## src/rtl/sfp_link_bringup_ctrl.sv

```systemverilog
// SFP link bring-up sequencer: PHY reset, PLL/calibration/ready waits, checker lock
// qualification, bounded retries with fault latch, and saturating link error count.
module sfp_link_bringup_ctrl #(
   parameter int RST_CYCLES     = 64,
   parameter int TIMEOUT_CYCLES = 5000000,
   parameter int STABLE_CYCLES  = 1024,
   parameter int MAX_RETRY      = 7
) (
   input  logic        clk_50_clk,
   input  logic        clk_50_reset_reset,
   input  logic        pll_0_locked,
   input  logic        xcvr_pll_locked,
   input  logic        reconfig_busy,
   input  logic        tx_ready,
   input  logic        rx_ready,
   input  logic        chk_lock,
   input  logic        chk_err,
   input  logic        restart,
   output logic        phy_reset,
   output logic        chk_enable,
   output logic        link_up,
   output logic        link_fault,
   output logic [2:0]  state,
   output logic [3:0]  retry_cnt,
   output logic [15:0] err_cnt
);

   localparam int TMAX = (TIMEOUT_CYCLES > RST_CYCLES) ? TIMEOUT_CYCLES : RST_CYCLES;
   localparam int TW   = $clog2(TMAX);
   localparam int SW   = $clog2(STABLE_CYCLES + 1);

   typedef enum logic [2:0] {
      RST_HOLD  = 3'd0,
      WAIT_PLL  = 3'd1,
      WAIT_CAL  = 3'd2,
      WAIT_RDY  = 3'd3,
      WAIT_LOCK = 3'd4,
      LINK_UP   = 3'd5,
      FAULT     = 3'd6
   } state_t;

   state_t        state_q, state_nx;
   logic [TW-1:0] tmr_q, tmr_nx;
   logic [SW-1:0] scnt_q, scnt_nx;
   logic [3:0]    retry_nx;
   logic [15:0]   err_nx;
   logic [4:0]    meta_q, sync_q;
   logic          fail, tmo, pll_ok, cal_done, rdy;

   // Bit order: {pll_0, xcvr_pll, reconfig_busy, tx_ready, rx_ready}
   always_ff @(posedge clk_50_clk or posedge clk_50_reset_reset) begin
      if (clk_50_reset_reset) begin
         meta_q <= '0;
         sync_q <= '0;
      end else begin
         meta_q <= {pll_0_locked, xcvr_pll_locked, reconfig_busy, tx_ready, rx_ready};
         sync_q <= meta_q;
      end
   end

   assign pll_ok   = sync_q[4] & sync_q[3];
   assign cal_done = ~sync_q[2];
   assign rdy      = sync_q[1] & sync_q[0];
   assign tmo      = (tmr_q == TW'(TIMEOUT_CYCLES - 1));

   always_comb begin
      state_nx = state_q;
      tmr_nx   = tmr_q;
      scnt_nx  = '0;
      retry_nx = retry_cnt;
      err_nx   = err_cnt;
      fail     = 1'b0;
      case (state_q)
         RST_HOLD: begin
            tmr_nx = tmr_q + 1'b1;
            if (tmr_q == TW'(RST_CYCLES - 1)) state_nx = WAIT_PLL;
         end
         WAIT_PLL: begin
            tmr_nx = tmr_q + 1'b1;
            if (pll_ok) state_nx = WAIT_CAL;
            else if (tmo) fail = 1'b1;
         end
         WAIT_CAL: begin
            tmr_nx = tmr_q + 1'b1;
            if (cal_done) state_nx = WAIT_RDY;
            else if (tmo) fail = 1'b1;
         end
         WAIT_RDY: begin
            tmr_nx = tmr_q + 1'b1;
            if (rdy) state_nx = WAIT_LOCK;
            else if (tmo) fail = 1'b1;
         end
         WAIT_LOCK: begin
            tmr_nx = tmr_q + 1'b1;
            if (chk_lock) scnt_nx = scnt_q + 1'b1;
            if (chk_lock && scnt_q == SW'(STABLE_CYCLES - 1)) state_nx = LINK_UP;
            else if (tmo) fail = 1'b1;
         end
         LINK_UP: begin
            if (chk_err && err_cnt != 16'hFFFF) err_nx = err_cnt + 16'd1;
            if (!(pll_ok && rdy && chk_lock)) begin
               state_nx = RST_HOLD;
               retry_nx = '0;
            end
         end
         FAULT:   state_nx = FAULT;
         default: state_nx = RST_HOLD;
      endcase
      if (fail) begin
         if (retry_cnt == 4'(MAX_RETRY)) state_nx = FAULT;
         else begin
            state_nx = RST_HOLD;
            retry_nx = retry_cnt + 4'd1;
         end
      end
      if (restart) begin
         state_nx = RST_HOLD;
         retry_nx = '0;
         err_nx   = '0;
      end
      // Every state entry (including a restart into RST_HOLD) times from zero
      if (state_nx != state_q || restart) tmr_nx = '0;
      if (state_nx != WAIT_LOCK) scnt_nx = '0;
   end

   always_ff @(posedge clk_50_clk or posedge clk_50_reset_reset) begin
      if (clk_50_reset_reset) begin
         state_q    <= RST_HOLD;
         tmr_q      <= '0;
         scnt_q     <= '0;
         retry_cnt  <= '0;
         err_cnt    <= '0;
         phy_reset  <= 1'b1;
         chk_enable <= 1'b0;
         link_up    <= 1'b0;
         link_fault <= 1'b0;
      end else begin
         state_q    <= state_nx;
         tmr_q      <= tmr_nx;
         scnt_q     <= scnt_nx;
         retry_cnt  <= retry_nx;
         err_cnt    <= err_nx;
         phy_reset  <= (state_nx == RST_HOLD) || (state_nx == FAULT);
         chk_enable <= (state_nx == WAIT_LOCK) || (state_nx == LINK_UP);
         link_up    <= (state_nx == LINK_UP);
         link_fault <= (state_nx == FAULT);
      end
   end

   assign state = state_q;

endmodule
```

## config.mk

```make
export PLATFORM = sky130hd
export DESIGN_NAME = sfp_link_bringup_ctrl
export DESIGN_NICKNAME = d
export VERILOG_FILES = /design/src/rtl/sfp_link_bringup_ctrl.sv
export SDC_FILE = /design/constraint.sdc
export NUM_CORES = 1
export LEC_CHECK = 0
export CORE_UTILIZATION = 51
export DETAILED_ROUTE_END_ITERATION = 12
export GPL_ROUTABILITY_DRIVEN = 0
export PLACE_DENSITY = 0.76
export SLEW_MARGIN = 10
export SYNTH_ARGS = -nofsm -noshare
export SYNTH_HDL_FRONTEND = slang
export SYNTH_SLANG_ARGS = --single-unit
```

## constraint.sdc

```tcl
create_clock -name clk_50_clk -period 2.5 [get_ports clk_50_clk]
set_input_delay 0.5 -clock clk_50_clk [delete_from_list [all_inputs] [get_ports clk_50_clk]]
set_output_delay 0.5 -clock clk_50_clk [all_outputs]
set_load 0.02 [all_outputs]
```

==> metrics.txt <==
Tmin final=2.49 ns; multiplexer area fraction after synthesis=less than 1%; I/O pins=37; Die Y=86.6 microns; status=complete, no violations; via-per-instance ratio=5.50; GRT Residual Overflow=0; main combinational cell family by area after synthesis=simple AND/OR/NAND/NOR gates; vias in the first global route=2833; Max Clk Rate=a little over 400 MHz; DRT antenna net count=0; ys async rst share=100%; Final Hold Vio Count=0; register area share after synthesis=48.8%; crit-path cells=ha_2 > nand4_1 > or4_4 > a22o_1 > nor3b_4 > a221oi_4 > o21ai_4 > nor3_2; EDFF count, synth=0; total power=2.26 mW; Critical Path Sink Type=flop; count leader, synth=dfrtp_1; Main synth FF type=dfrtp_1; IO buf count=36; Final #Nets=456; Gate Count Post-Synth=364; Detail Placement HPWL=5.44 mm; share of layout cells above drive strength 1=22.6%; Starting Density=53.4%; Die Span X=86.6 microns; area growth from synthesis to layout=28.9%; All-Layer GR Usage=between 20% and 30%; post-synthesis adder-cell area fraction=about 1.4%; CTS tree=yes; via count=roughly 3000; CTS clk-pin slew, worst paths=around 0.08 ns; Synth Area in Compound Gates=5.25%; clock sink count=71; ANT cells=0; Post-Route WL=8.36 mm; Avg Inst Size Synth=10.0 sq um; Pleak=between 1.5 and 2 nW; Final Max Slew Viols=0; Critical Path AT=between 2 and 3 ns; # rows=30; clk_skew=roughly 0.0057 ns; worst-case clock buffer depth=2; synth top area cells=dfrtp_1 (48%), xor2_1 (6.5%), nor2_1 (6.0%); post-synthesis simple-gate area fraction=28.8%; VDD IR max=0.000318 V; number of DRC markers in iteration 0=between 200 and 250; worst-skew pair later-pin latency=0.35 ns; cell taking the most area after synthesis=dfrtp_1; H-tree levels=3; max_cap viols=0; Crit Path Max Fanout=6; largest net degree at the start of global routing=72; Final Setup Violations=0; RSZ-0062 raised after global routing=yes; Fin Hold WS=~0.35 ns; Synthesized Nets=~380; delay of the slowest critical-path stage=0.46 ns; commonest cells in the netlist=dfrtp_1 (70), nor2_1 (58), nand2_1 (27), xor2_1 (27), xnor2_1 (19); Mapped Area=3650 sq um; Yosys reg bits=71; WS Path Type=reg2reg; Core Area=6830 sq um; Netlist cell types=57; Tightest Pin Transition=0.464 ns; die area=7490 sq um; DRT Pass-1 Iters=4; Ys Warns=0; Cell Pwr Density=480 nW/um^2; Final Util=68.8%; CP Data Required Time=between 2 and 3 ns; DR DRC count=0; Setup crit start kind=flop; Post-CTS Hold Fix Bufs=0; drt wl/cell=15.4 microns; Final period util=99.5%; Finished Cell Area=approximately 4700 sq um; share of the synthesized area in the top cell type=48.0%; Filler Cell Count=515; class of the worst hold path=reg2reg; clock root cell=clkbuf_8; Rel. slew slack=68.8%; post-synthesis xor/xnor area fraction=11.5%; setup TNS=0 ns; total CTS buffers=9; first-pass GRT wire length=13.5 mm; initial antenna violation count=0; slowest CP cell=or4_4; area post-placement=roughly 4300 sq um
[state kept, by name, indices dropped and copies added, names as in the netlist, 3 cells and up]
signal and flops:
tmr_q 23, err_cnt 16, scnt_q 11, meta_q 5, sync_q 5, retry_cnt 4
state 3
[cell type report]
cell class	instances	area [sq um]	share of cell area [%]
multi-input combinational	271	1830	38.8
sequential	71	1780	37.8
timing repair buffer	80	734	15.6
clock buffer	11	151	3.22
tap	96	120	2.56
clock inverter	5	56.3	1.20
inverter	9	33.8	0.719
[cells by family (layout without fill, tap and decap cells)]
kind of cell	after synthesis	count (layout)
buffers and inverters	23	105
DFF	71	71
and+or+nand+nor	191	191
xor gates and xnor gates	47	47
muxes	2	2
adders and majority gates	4	4
AOI/OAI and AO/OA	26	27
[final timing paths]
kind,start,endpoint,slack (ns),cells after the start
setup / recovery,scnt_q[1]$_DFF_PP0_,tmr_q[3]$_DFFE_PP0P_,0.01,8
hold / removal,meta_q[1]$_DFF_PP0_,sync_q[1]$_DFF_PP0_,0.35,0
setup reg to reg,scnt_q[1]$_DFF_PP0_,tmr_q[3]$_DFFE_PP0P_,0.01,8
hold reg to reg,meta_q[1]$_DFF_PP0_,sync_q[1]$_DFF_PP0_,0.35,0
max in group asynchronous,clk_50_reset_reset,state[1]$_DFF_PP0_,1.63,3
min in group asynchronous,clk_50_reset_reset,scnt_q[6]$_DFF_PP0_,0.55,3
[worst max-delay path: cells and delay by family (launching register included)]
kind | cells | cell delay (ns)
flip-flops | 1 | 0.36
AO/OA/AOI/OAI | 3 | 0.87
AND/OR/NAND/NOR | 4 | 1.00
adder cells (fa/ha/maj) | 1 | 0.19
[per-layer routing]
metal	track usage [%]	part of all wire, %	vias to the layer above	routed length [microns]
met5	0	0	-	0
met3	4.10	4.6	18	383
met1	33.4	45	1468	3750
met4	9.39	2.3	0	189
li1	-	-	1416	-
met2	36.5	48	86	4040
[cells in the final DEF (no fill, tap or decap), types with 7 or more instances in the layout]
cell,count
dfrtp_1,69
nor2_1,52
buf_4,39
clkdlybuf4s50_1,35
xor2_1,27
nand2_1,27
xnor2_1,19
nand4_1,18
nand3_1,18
nor3_2,12
clkbuf_8,11
inv_1,8
and3_1,8
nor3_1,7
nor4_1,7
[stage by stage]
stage / setup WS, ns / cells
global route: -0.0443 / 543
detailed placement: -0.679 / 514
floorplan: 0.00165 / 364
CTS: 0.0284 / 544
global placement: -0.592 / 514
finish: 0.0131 / 543
[repair_timing]
item / CTS / global route
resized for setup: 10 / 12
endpoints found under the setup margin: 30 / 26
pin swaps: 12 / 14
hold endpoints to repair: 0 / 0
buffers inserted: 13 / 1
gates cloned: 1 / 0
[where the power goes]
group / leakage (nW) / switching, mW / internal [mW]
combinational: 0.917 / 0.0792 / 0.0514
clock: 0.105 / 0.429 / 0.513
sequential: 0.962 / 0.0157 / 1.17
total: 1.98 / 0.524 / 1.73
(Power assumes the default switching activity.)
